### config.mk
export PLATFORM = sky130hd
export DESIGN_NAME = and4_bist_ctrl
export DESIGN_NICKNAME = d
export VERILOG_FILES = /design/src/rtl/and4_bist_ctrl.sv
export SDC_FILE = /design/constraint.sdc
export NUM_CORES = 1
export LEC_CHECK = 0
export BUFFER_PORTS_ARGS = -buffer_cell sky130_fd_sc_hd__buf_2
export CAP_MARGIN = 20
export CORE_MARGIN = 2
export CORE_UTILIZATION = 40
export DETAILED_ROUTE_END_ITERATION = 10
export SLEW_MARGIN = 20
export SYNTH_ARGS = -nofsm -noshare
export SYNTH_HDL_FRONTEND = slang
export SYNTH_SLANG_ARGS = --single-unit
### constraint.sdc
create_clock -name clk -period 1.9 [get_ports clk]
set_input_delay 0.38 -clock clk [delete_from_list [all_inputs] [get_ports clk]]
set_output_delay 0.38 -clock clk [all_outputs]
set_load 0.01 [all_outputs]
### src/rtl/and4_bist_ctrl.sv
// BIST sequencer for a 4-input AND unit: walks all 16 vectors, checks f, reports results.
// Each vector takes SETTLE+2 cycles (apply, settle, sample); start-to-done is 16*(SETTLE+2) cycles.
module and4_bist_ctrl #(
    parameter int SETTLE = 2,
    parameter int CNT_W  = 5
) (
    input  logic             clk,
    input  logic             rst_n,
    input  logic             start,
    input  logic             abort,
    output logic             uut_a,
    output logic             uut_b,
    output logic             uut_c,
    output logic             uut_d,
    input  logic             uut_f,
    output logic             busy,
    output logic             done,
    output logic             pass,
    output logic [CNT_W-1:0] err_cnt,
    output logic [3:0]       first_fail_vec,
    output logic             first_fail_valid
);

    typedef enum logic [2:0] {
        S_IDLE,
        S_APPLY,
        S_WAIT,
        S_SAMPLE,
        S_DONE
    } state_t;

    localparam logic [3:0]       WAIT_LAST = (SETTLE > 0) ? 4'(SETTLE - 1) : 4'd0;
    localparam logic [CNT_W-1:0] ERR_MAX   = '1;

    state_t             state_q, state_d;
    logic [3:0]         vec_q, vec_d;
    logic [3:0]         wcnt_q, wcnt_d;
    logic [CNT_W-1:0]   err_q, err_d;
    logic [3:0]         ffv_q, ffv_d;
    logic               ffvld_q, ffvld_d;
    logic               pass_q, pass_d;
    logic               mismatch;

    always_ff @(posedge clk or negedge rst_n) begin
        if (!rst_n) begin
            state_q <= S_IDLE;
            vec_q   <= 4'd0;
            wcnt_q  <= 4'd0;
            err_q   <= '0;
            ffv_q   <= 4'd0;
            ffvld_q <= 1'b0;
            pass_q  <= 1'b0;
        end else begin
            state_q <= state_d;
            vec_q   <= vec_d;
            wcnt_q  <= wcnt_d;
            err_q   <= err_d;
            ffv_q   <= ffv_d;
            ffvld_q <= ffvld_d;
            pass_q  <= pass_d;
        end
    end

    always_comb begin
        state_d  = state_q;
        vec_d    = vec_q;
        wcnt_d   = wcnt_q;
        err_d    = err_q;
        ffv_d    = ffv_q;
        ffvld_d  = ffvld_q;
        pass_d   = pass_q;
        mismatch = 1'b0;
        case (state_q)
            S_IDLE: begin
                if (start) begin
                    state_d = S_APPLY;
                    vec_d   = 4'd0;
                    err_d   = '0;
                    ffv_d   = 4'd0;
                    ffvld_d = 1'b0;
                    pass_d  = 1'b0;
                end
            end
            S_APPLY: begin
                wcnt_d = 4'd0;
                if (abort) begin
                    state_d = S_IDLE;
                    vec_d   = 4'd0;
                end else if (SETTLE > 0) begin
                    state_d = S_WAIT;
                end else begin
                    state_d = S_SAMPLE;
                end
            end
            S_WAIT: begin
                if (abort) begin
                    state_d = S_IDLE;
                    vec_d   = 4'd0;
                end else if (wcnt_q == WAIT_LAST) begin
                    state_d = S_SAMPLE;
                end else begin
                    wcnt_d = wcnt_q + 4'd1;
                end
            end
            S_SAMPLE: begin
                if (abort) begin
                    state_d = S_IDLE;
                    vec_d   = 4'd0;
                end else begin
                    mismatch = (uut_f != (vec_q == 4'hF));
                    if (mismatch) begin
                        if (err_q != ERR_MAX) begin
                            err_d = err_q + CNT_W'(1);
                        end
                        if (!ffvld_q) begin
                            ffv_d   = vec_q;
                            ffvld_d = 1'b1;
                        end
                    end
                    // pass must already be valid in the DONE cycle, so it uses the final count
                    if (vec_q == 4'hF) begin
                        state_d = S_DONE;
                        pass_d  = (err_d == '0);
                    end else begin
                        state_d = S_APPLY;
                        vec_d   = vec_q + 4'd1;
                    end
                end
            end
            S_DONE: begin
                state_d = S_IDLE;
            end
            default: begin
                state_d = S_IDLE;
            end
        endcase
    end

    assign uut_a            = vec_q[3];
    assign uut_b            = vec_q[2];
    assign uut_c            = vec_q[1];
    assign uut_d            = vec_q[0];
    assign busy             = (state_q == S_APPLY) || (state_q == S_WAIT) || (state_q == S_SAMPLE);
    assign done             = (state_q == S_DONE);
    assign pass             = pass_q;
    assign err_cnt          = err_q;
    assign first_fail_vec   = ffv_q;
    assign first_fail_valid = ffvld_q;

endmodule

* Word level (Yosys, flattened, before mapping)
Index checks and enable logic that the tools add are counted.
Word-level totals: output and inout port bits 17, bits of input ports 5, bits in registers 22, logic and storage cells 76
Cells by class: mux-type cells 33, reductions and logical operators 15, eq/ne operators 18, $add $sub $neg 3
Operators with widths (number):
- two-way mux 4 bit | 9
- two-way mux 5 bit | 6
- one-hot mux 4 bit (2 select lines) | 2
- two-way mux 3 bit | 5
- != test 2 bit, second input constant | 7
- one-hot mux 3 bit (4 select lines) | 1
- one-hot mux 4 bit (3 select lines) | 1
- AND reduction 4 bit | 3
- one-hot mux 5 bit (2 select lines) | 1
- adder 4 x 1 -> 4 bit, second input constant | 2
- equality test 3 x 2 -> 1 bit, second input constant | 2
- != test 3 bit, second input constant | 2
- AND reduction 3 bit | 2
- adder 5 x 1 -> 5 bit, second input constant | 1
- zero test 5 bit | 1
- two-way mux 1 bit | 5
- != test 5 bit, second input constant | 1
- AND reduction 5 bit | 1
- equality test 4 x 1 -> 1 bit, second input constant | 1
- equality test 4 bit, second input constant | 1
- one-hot mux 1 bit (2 select lines) | 2
- nonzero test 2 bit | 2
- equality test 3 x 1 -> 1 bit, second input constant | 1
- equality test 3 bit, second input constant | 1
- 8 further kinds | 9

* Longest topological paths before layout
Gate-level depths: netlist (run 1).
depth after elaboration 9, gate-level depth with buffers 7, gate-level depth less buffers 6

* Worst setup path before layout (run 1)
No wires, ideal clock.
path kind reg-to-reg, start point register vec_q[0], end point register ffv_q[0] (netlist: first_fail_vec[0]), cell stages (with the launch flop) 7, arrival 1682 ps, path buffers 0, setup time 125 ps, path slack 93 ps, clock period less this slack 1807 ps, required time 1775 ps, cells stage by stage dfrtp_1 -> ha_1 -> nand3_4 -> xnor2_4 -> nor2b_1 -> o21ai_2 -> mux2_4
On the way: longest elaborated chain between the ends 4, elaborated cells on any way between the ends 8, those cells by class eq/ne: 3; mux: 4; reduce/logical: 1
RTL lines:
- start, declared | line 36 | logic [3:0] vec_q, vec_d;
- start signal, assigned | line 55 | vec_q <= vec_d;
- equality test 4 bit or two-way mux 4 bit (tied branches) | line 110, 115
- != test 1 bit or two-way mux 4 bit (tied branches) | line 110, 111
- != test 2 bit (no line) or two-way mux 4 bit (tied branches)
- AND reduction 5 bit (no line) or one-hot mux 4 bit (2 select lines) (tied branches)
- end signal, assigned | line 58 | ffv_q <= ffv_d;
- end, declared | line 39 | logic [3:0] ffv_q, ffv_d;
Several ways; a longest one is shown, not always the timed one. The select of a mux whose other input is x is not followed. A chain may end at the register's enable or synchronous reset.

* Worst setup path after layout (run 1)
start point register vec_q[1], end point register ffv_q[0] (netlist: first_fail_vec[0])
On the way: longest elaborated chain between the ends 4
RTL lines:
- equality test 4 bit | line 110 | mismatch = (uut_f != (vec_q == 4'hF));
- != test 1 bit | line 110
- != test 2 bit (no line)
- AND reduction 5 bit (no line)
No other way between the ends.

==> results of run 1 <==
[final timing paths]
path,endpoint,slack [ns],cells past startpoint
worst max-delay path,first_fail_vec[0],0.12,6
worst min-delay path,state_q[1],0.005,1
worst max register to register,first_fail_vec[0],0.12,6
worst min register to register,first_fail_vec[2],0.51,1
max in group asynchronous,first_fail_valid,1.54,1
min in group clk,state_q[1],0.34,2
[timing repair]
| item | in CTS | in global routing |
|---|---|---|
| gates resized for setup | 0 | 1 |
| setup endpoints to repair | 0 | 4 |
| hold buffers | 0 | 0 |
| buffers inserted | 0 | 1 |
[per-stage QoR]
stage	hold WS, ns	total power (W)	utilization [%]
after floorplan	0.08441	0.0009950	-
after global placement	0.3745	0.001123	48.32
after detailed placement	0.3777	0.001134	48.32
after CTS	0.01893	0.001500	50.04
after global routing	0.03315	0.001608	50.53
final	0.005241	0.001504	50.53
[power by group through the flow]
stage,registers [W],logic [W],clock network (W)
2_1_floorplan,0.000582,0.000413,0
3_3_place_gp,0.000594,0.000529,0
3_5_place_dp,0.000598,0.000537,0
4_1_cts,0.000588,0.000540,0.000372
5_1_grt,0.000604,0.000616,0.000388
6_report,0.000594,0.000550,0.000359
[state kept, by name, indices dropped and copies added (netlist names)]
| name | flops |
|---|---|
| pass | 1 |
| first_fail_valid | 1 |
| wcnt_q | 4 |
| first_fail_vec | 4 |
| vec_q | 4 |
| state_q | 3 |
| err_cnt | 5 |
[final cells by class]
class / count / area, µm²
fill: 313 / 1510
clock buffer: 3 / 22.52
tap: 44 / 55.05
sequential: 22 / 550.5
multi-input combinational: 99 / 708.2
clock inverter: 1 / 30.03
inverter: 3 / 11.26
timing repair buffer: 29 / 165.2
[kinds of logic after synthesis]
group | count (synthesis) | share of synthesized area (%)
adders and majority gates | 4 | 3.872
xor gates and xnor gates | 5 | 4.841
buffers and inverters | 8 | 3.195
AOI/OAI and AO/OA | 36 | 21.11
DFF | 22 | 42.59
and+or+nand+nor | 51 | 21.68
muxes | 3 | 2.710
[synthesized netlist by cell type (all sizes together) (2+ instances only)]
cell type / n
mux2i: 2
ha: 4
nand3b: 3
nor2: 11
a22o: 3
buf: 4
xnor2: 3
a32o: 2
nand2: 14
a211oi: 2
a21oi: 7
and2: 3
inv: 3
nor2b: 2
nor3: 5
o21ai: 10
a21o: 2
dfrtp: 22
nand4: 2
nor3b: 2
a31oi: 3
xor2: 2
nand3: 4
[metal layers]
layer  wire (µm)  GRT usage, %  vias up
met5           0             0        -
met4          42         5.901        0
met3         148         3.412        7
met2        1355         27.19       45
met1        1221         22.18      529
li1            -             -      527
==> qor.txt, run 1 <==
Status: completed
Worst Setup Slack, final: 0.1236 ns
Final period util: 93.49%
Die area: 0.003702 mm²
First-pass GRT wire length: 4698 µm
Pre-antenna DRT Iters: 4
Post-synthesis sequential area ratio: 42.59%
Commonest non-fill, non-tap cell in the layout: dfrtp_1
Largest net degree at the start of global routing: 23
NetSw: 0.0005364 W
Initial Utilization: 42.34%
Measured slew at the worst slew-check pin: 0.4973 ns
Fmax: 0.5629 GHz
Post-Syn Nets: 138
Comb pwr share: 36.6%
CTS Buf Count: 3
DRT Wirelength: 2768 µm
P_int: 0.0009676 W
Post-Place Cell Area: 0.001475 mm²
Vias in the first global route: 1081
Final HPWL DP: 2096 µm
Dominant cells by area after synthesis: dfrtp_1, nand2_1, ha_1
Critical path, cell by cell: ha_1 -> nand3_4 -> xnor2_4 -> nor2b_1 -> o21ai_2 -> mux2_4
Antenna Cells: 0
Routability cong.: 0.7928
Buf/Inv on CP: 0
Fin. Hold Viols: 0
Crit-path max FO: 6
CP startpoint: vec_q[1]
Clock slew at reported path FFs: 0.13 ns
Share of layout cells above drive strength 1: 26.75%
Vias post-DR: 1108
Share of power burned in registers: 39.5%
Antenna viol nets, final: 0
Worst Setup End Kind: flop
Wire per inst: 13.77 µm
Min Tclk post-route: 1.776 ns
Pleak: 0.7311 nW
Clock network fraction of total power: 23.9%
Grt total ovfl: 0
Cell taking the most area after synthesis: dfrtp_1
PD cells: 974.9 mW/mm²
FF-to-FF Start: vec_q[1]
Core area: 0.003053 mm²
Most frequent cells in the layout: dfrtp_1, buf_2, nand2_1
CP arrival: 1.99 ns
Total global-route track usage: 16.73%
Core Rows: 20
Placed Cells: 196
Worst VDD drop: 0.0003944 V
Die Width: 60.85 µm
Critical path class: flop to flop
Port Buffers: 21
Final instance area: 0.001543 mm²
CP max stage delay: 0.37 ns
Top Family by Delay on Critical Path: flip-flops
Post-synth top area share: 42.59%
H-tree levels: 1
Worst hold path type: input pin to asynchronous set/reset pin
Slowest cell on the critical path: dfrtp_1
Clk sinks: 22
Antenna violations before repair: 0
Later-pin clock latency in the skew report: 0.31 ns
Area delta synth->final: 19.36%
EDFF count, synth: 0
Final Instance Count excl. Fillers: 201
Final setup violation count: 0
Slew Limit Fails: 0
Max clock buf depth: 2
Post-synthesis cell count: 129
Vias/cell: 5.512
Post-synth cell types: 45
DP Worst Slack: 0.1066 ns
Worst clock skew: 0.01369 ns
Critical path required time: 2.12 ns
Detailed Route Iter0 Violations: 49
Synth Flop Type: dfrtp_1
Io pins: 22
Drt drc: 0
CTS root buffer: clkbuf_4
Ys Warns: 0
Die height: 60.85 µm
Slew HR: 66.85%
Layout Nets: 167
CTS tree: done
Setup crit start kind: flop
RSZ-0062 raised after global routing: no
Post-synthesis async set-or-reset flop share: 100.0%
Syn_area_per_cell: 10.02 µm²
Switching share of power: 35.67%
Fin Setup TNS: 0 ns
Flops & latches, synth: 22
Max_cap viols: 0
Mapped cell area: 0.001292 mm²
Power figures use the tool's default switching activity.
==> run 2, diff against run 1 <==
--- a/config.mk
+++ b/config.mk
@@ -6,10 +6,10 @@
 export NUM_CORES = 1
 export LEC_CHECK = 0
 export BUFFER_PORTS_ARGS = -buffer_cell sky130_fd_sc_hd__buf_2
-export CAP_MARGIN = 20
 export CORE_MARGIN = 2
 export CORE_UTILIZATION = 40
 export DETAILED_ROUTE_END_ITERATION = 10
+export RECOVER_POWER = 25
 export SLEW_MARGIN = 20
 export SYNTH_ARGS = -nofsm -noshare
 export SYNTH_HDL_FRONTEND = slang
==> run 2 against run 1 <==
  * Power barely moved
  * Clock-buffer cell count did not move
  * Setup slack about the same
  * Design area hardly changed
==> qor.txt, run 2 (synthesized netlist as in run 1, its figures left out) <==
Max_cap viols: 0
Vias in the first global route: 1081
Setup crit start kind: flop
Util after Layout: 50.49%
Worst clock skew: 0.01349 ns
R2R setup slack: 0.12 ns
DRT Wirelength: 2760 µm
Status: completed
Fmax: 0.5630 GHz
Max clock buf depth: 2
Slew Limit Fails: 0
Drt drc: 0
Antenna viol nets, final: 0
Largest net degree at the start of global routing: 23
Area delta synth->final: 19.26%
First-pass GRT wire length: 4698 µm
Antenna Cells: 0
CP arrival: 1.99 ns
Grt total ovfl: 0
Vias post-DR: 1101
Die Width: 60.85 µm
Final HPWL DP: 2096 µm
Fin. Hold Viols: 0
Worst VDD drop: 0.0003940 V
Pleak: 0.7283 nW
CTS Hold Bufs: 0
Pre-antenna DRT Iters: 4
Measured slew at the worst slew-check pin: 1.195 ns
Final setup violation count: 0
Initial Utilization: 42.34%
Clock slew at reported path FFs: 0.13 ns
Later-pin clock latency in the skew report: 0.31 ns
Io pins: 22
Min Tclk post-route: 1.776 ns
Die height: 60.85 µm
Multi-input gate area: 708.2 µm²
CTS Buf Count: 3
Number of flip-flops in the largest register: 5
Critical path class: flop to flop
Worst Setup End Kind: flop
CTS tree: done
Core Rows: 20
Fin Setup TNS: 0 ns
Vias/cell: 5.478
Total global-route track usage: 16.73%
Share of layout cells above drive strength 1: 26.11%
Worst hold path type: input pin to asynchronous set/reset pin
Detailed Route Iter0 Violations: 49
RSZ-0062 raised after global routing: no
Final period util: 93.49%
Crit-path max FO: 6
Layout Nets: 167
Fillcell total: 314
Clk sinks: 22
Slew HR: 20.32%
Wire per inst: 13.73 µm
Core area: 0.003053 mm²
Worst Setup Slack, final: 0.1237 ns
Antenna violations before repair: 0
H-tree levels: 1
DP Worst Slack: 0.1066 ns
Routability cong.: 0.7928
Port Buffers: 21
Commonest non-fill, non-tap cell in the layout: dfrtp_1
Most frequent cells in the layout: dfrtp_1, buf_2, nand2_1
Die area: 0.003702 mm²
Register area: 550.5 µm²
PD cells: 974.9 mW/mm²
CTS root buffer: clkbuf_4
Critical path required time: 2.12 ns
-- run 2: cell count changes in the layout (fill, tap and decap cells not counted), sizes merged --
cell,delta
buf,-1
clkbuf,+1
-- run 2: critical path, stage by stage (launching register included) --
cell and delay (ns):
dfrtp_1 0.37, ha_1 0.27, nand3_4 0.16, xnor2_4 0.20
nor2b_1 0.15, o21ai_2 0.21, mux2_4 0.32
-- run 2: routing by layer --
layer | GRT usage [%] | vias to the layer above | share of wire [%]
met4 | 5.901 | 0 | 1.5
li1 | - | 528 | -
met5 | 0 | - | 0
met2 | 27.19 | 39 | 49
met3 | 3.412 | 7 | 4.7
met1 | 22.18 | 527 | 45
-- run 2: what timing repair did --
action                     in CTS  in global routing
setup endpoints to repair       0                  4
buffers inserted                0                  1
resized for setup               0                  1
-- run 2: worst paths after layout --
kind	start	endpoint	cells past startpoint
min in group clk	abort	state_q[1]	2
setup / recovery	vec_q[1]	first_fail_vec[0]	6
hold / removal	rst_n	state_q[1]	1
max in group asynchronous	rst_n	first_fail_valid	1
hold reg to reg	first_fail_vec[2]	first_fail_vec[2]	1
setup reg to reg	vec_q[1]	first_fail_vec[0]	6
-- run 2: per-stage QoR --
stage | total power, W | hold WS [ns] | instances | area [µm²]
CTS | 0.001500 | 0.01893 | 200 | 1528
detailed placement | 0.001134 | 0.3777 | 196 | 1475
global placement | 0.001123 | 0.3745 | 196 | 1475
global route | 0.001608 | 0.3358 | 201 | 1541
finish | 0.001503 | 0.2709 | 201 | 1541
floorplan | 0.0009950 | 0.08441 | 129 | 1292
-- run 2: report_power, final --
part	internal, W	switching, W	total (W)
combinational	0.000236	0.000314	0.000550
sequential	0.000518	0.0000753	0.000593
clock	0.000213	0.000146	0.000359
-- run 2: final cells by class --
class	count	share of cell area, %
clock inverters	1	1.948
repair buffers	29	10.63
inverters	3	0.7305
flip-flops and latches	22	35.71
clock buffers	3	1.461
well taps	44	3.571
multi-input cells	99	45.94
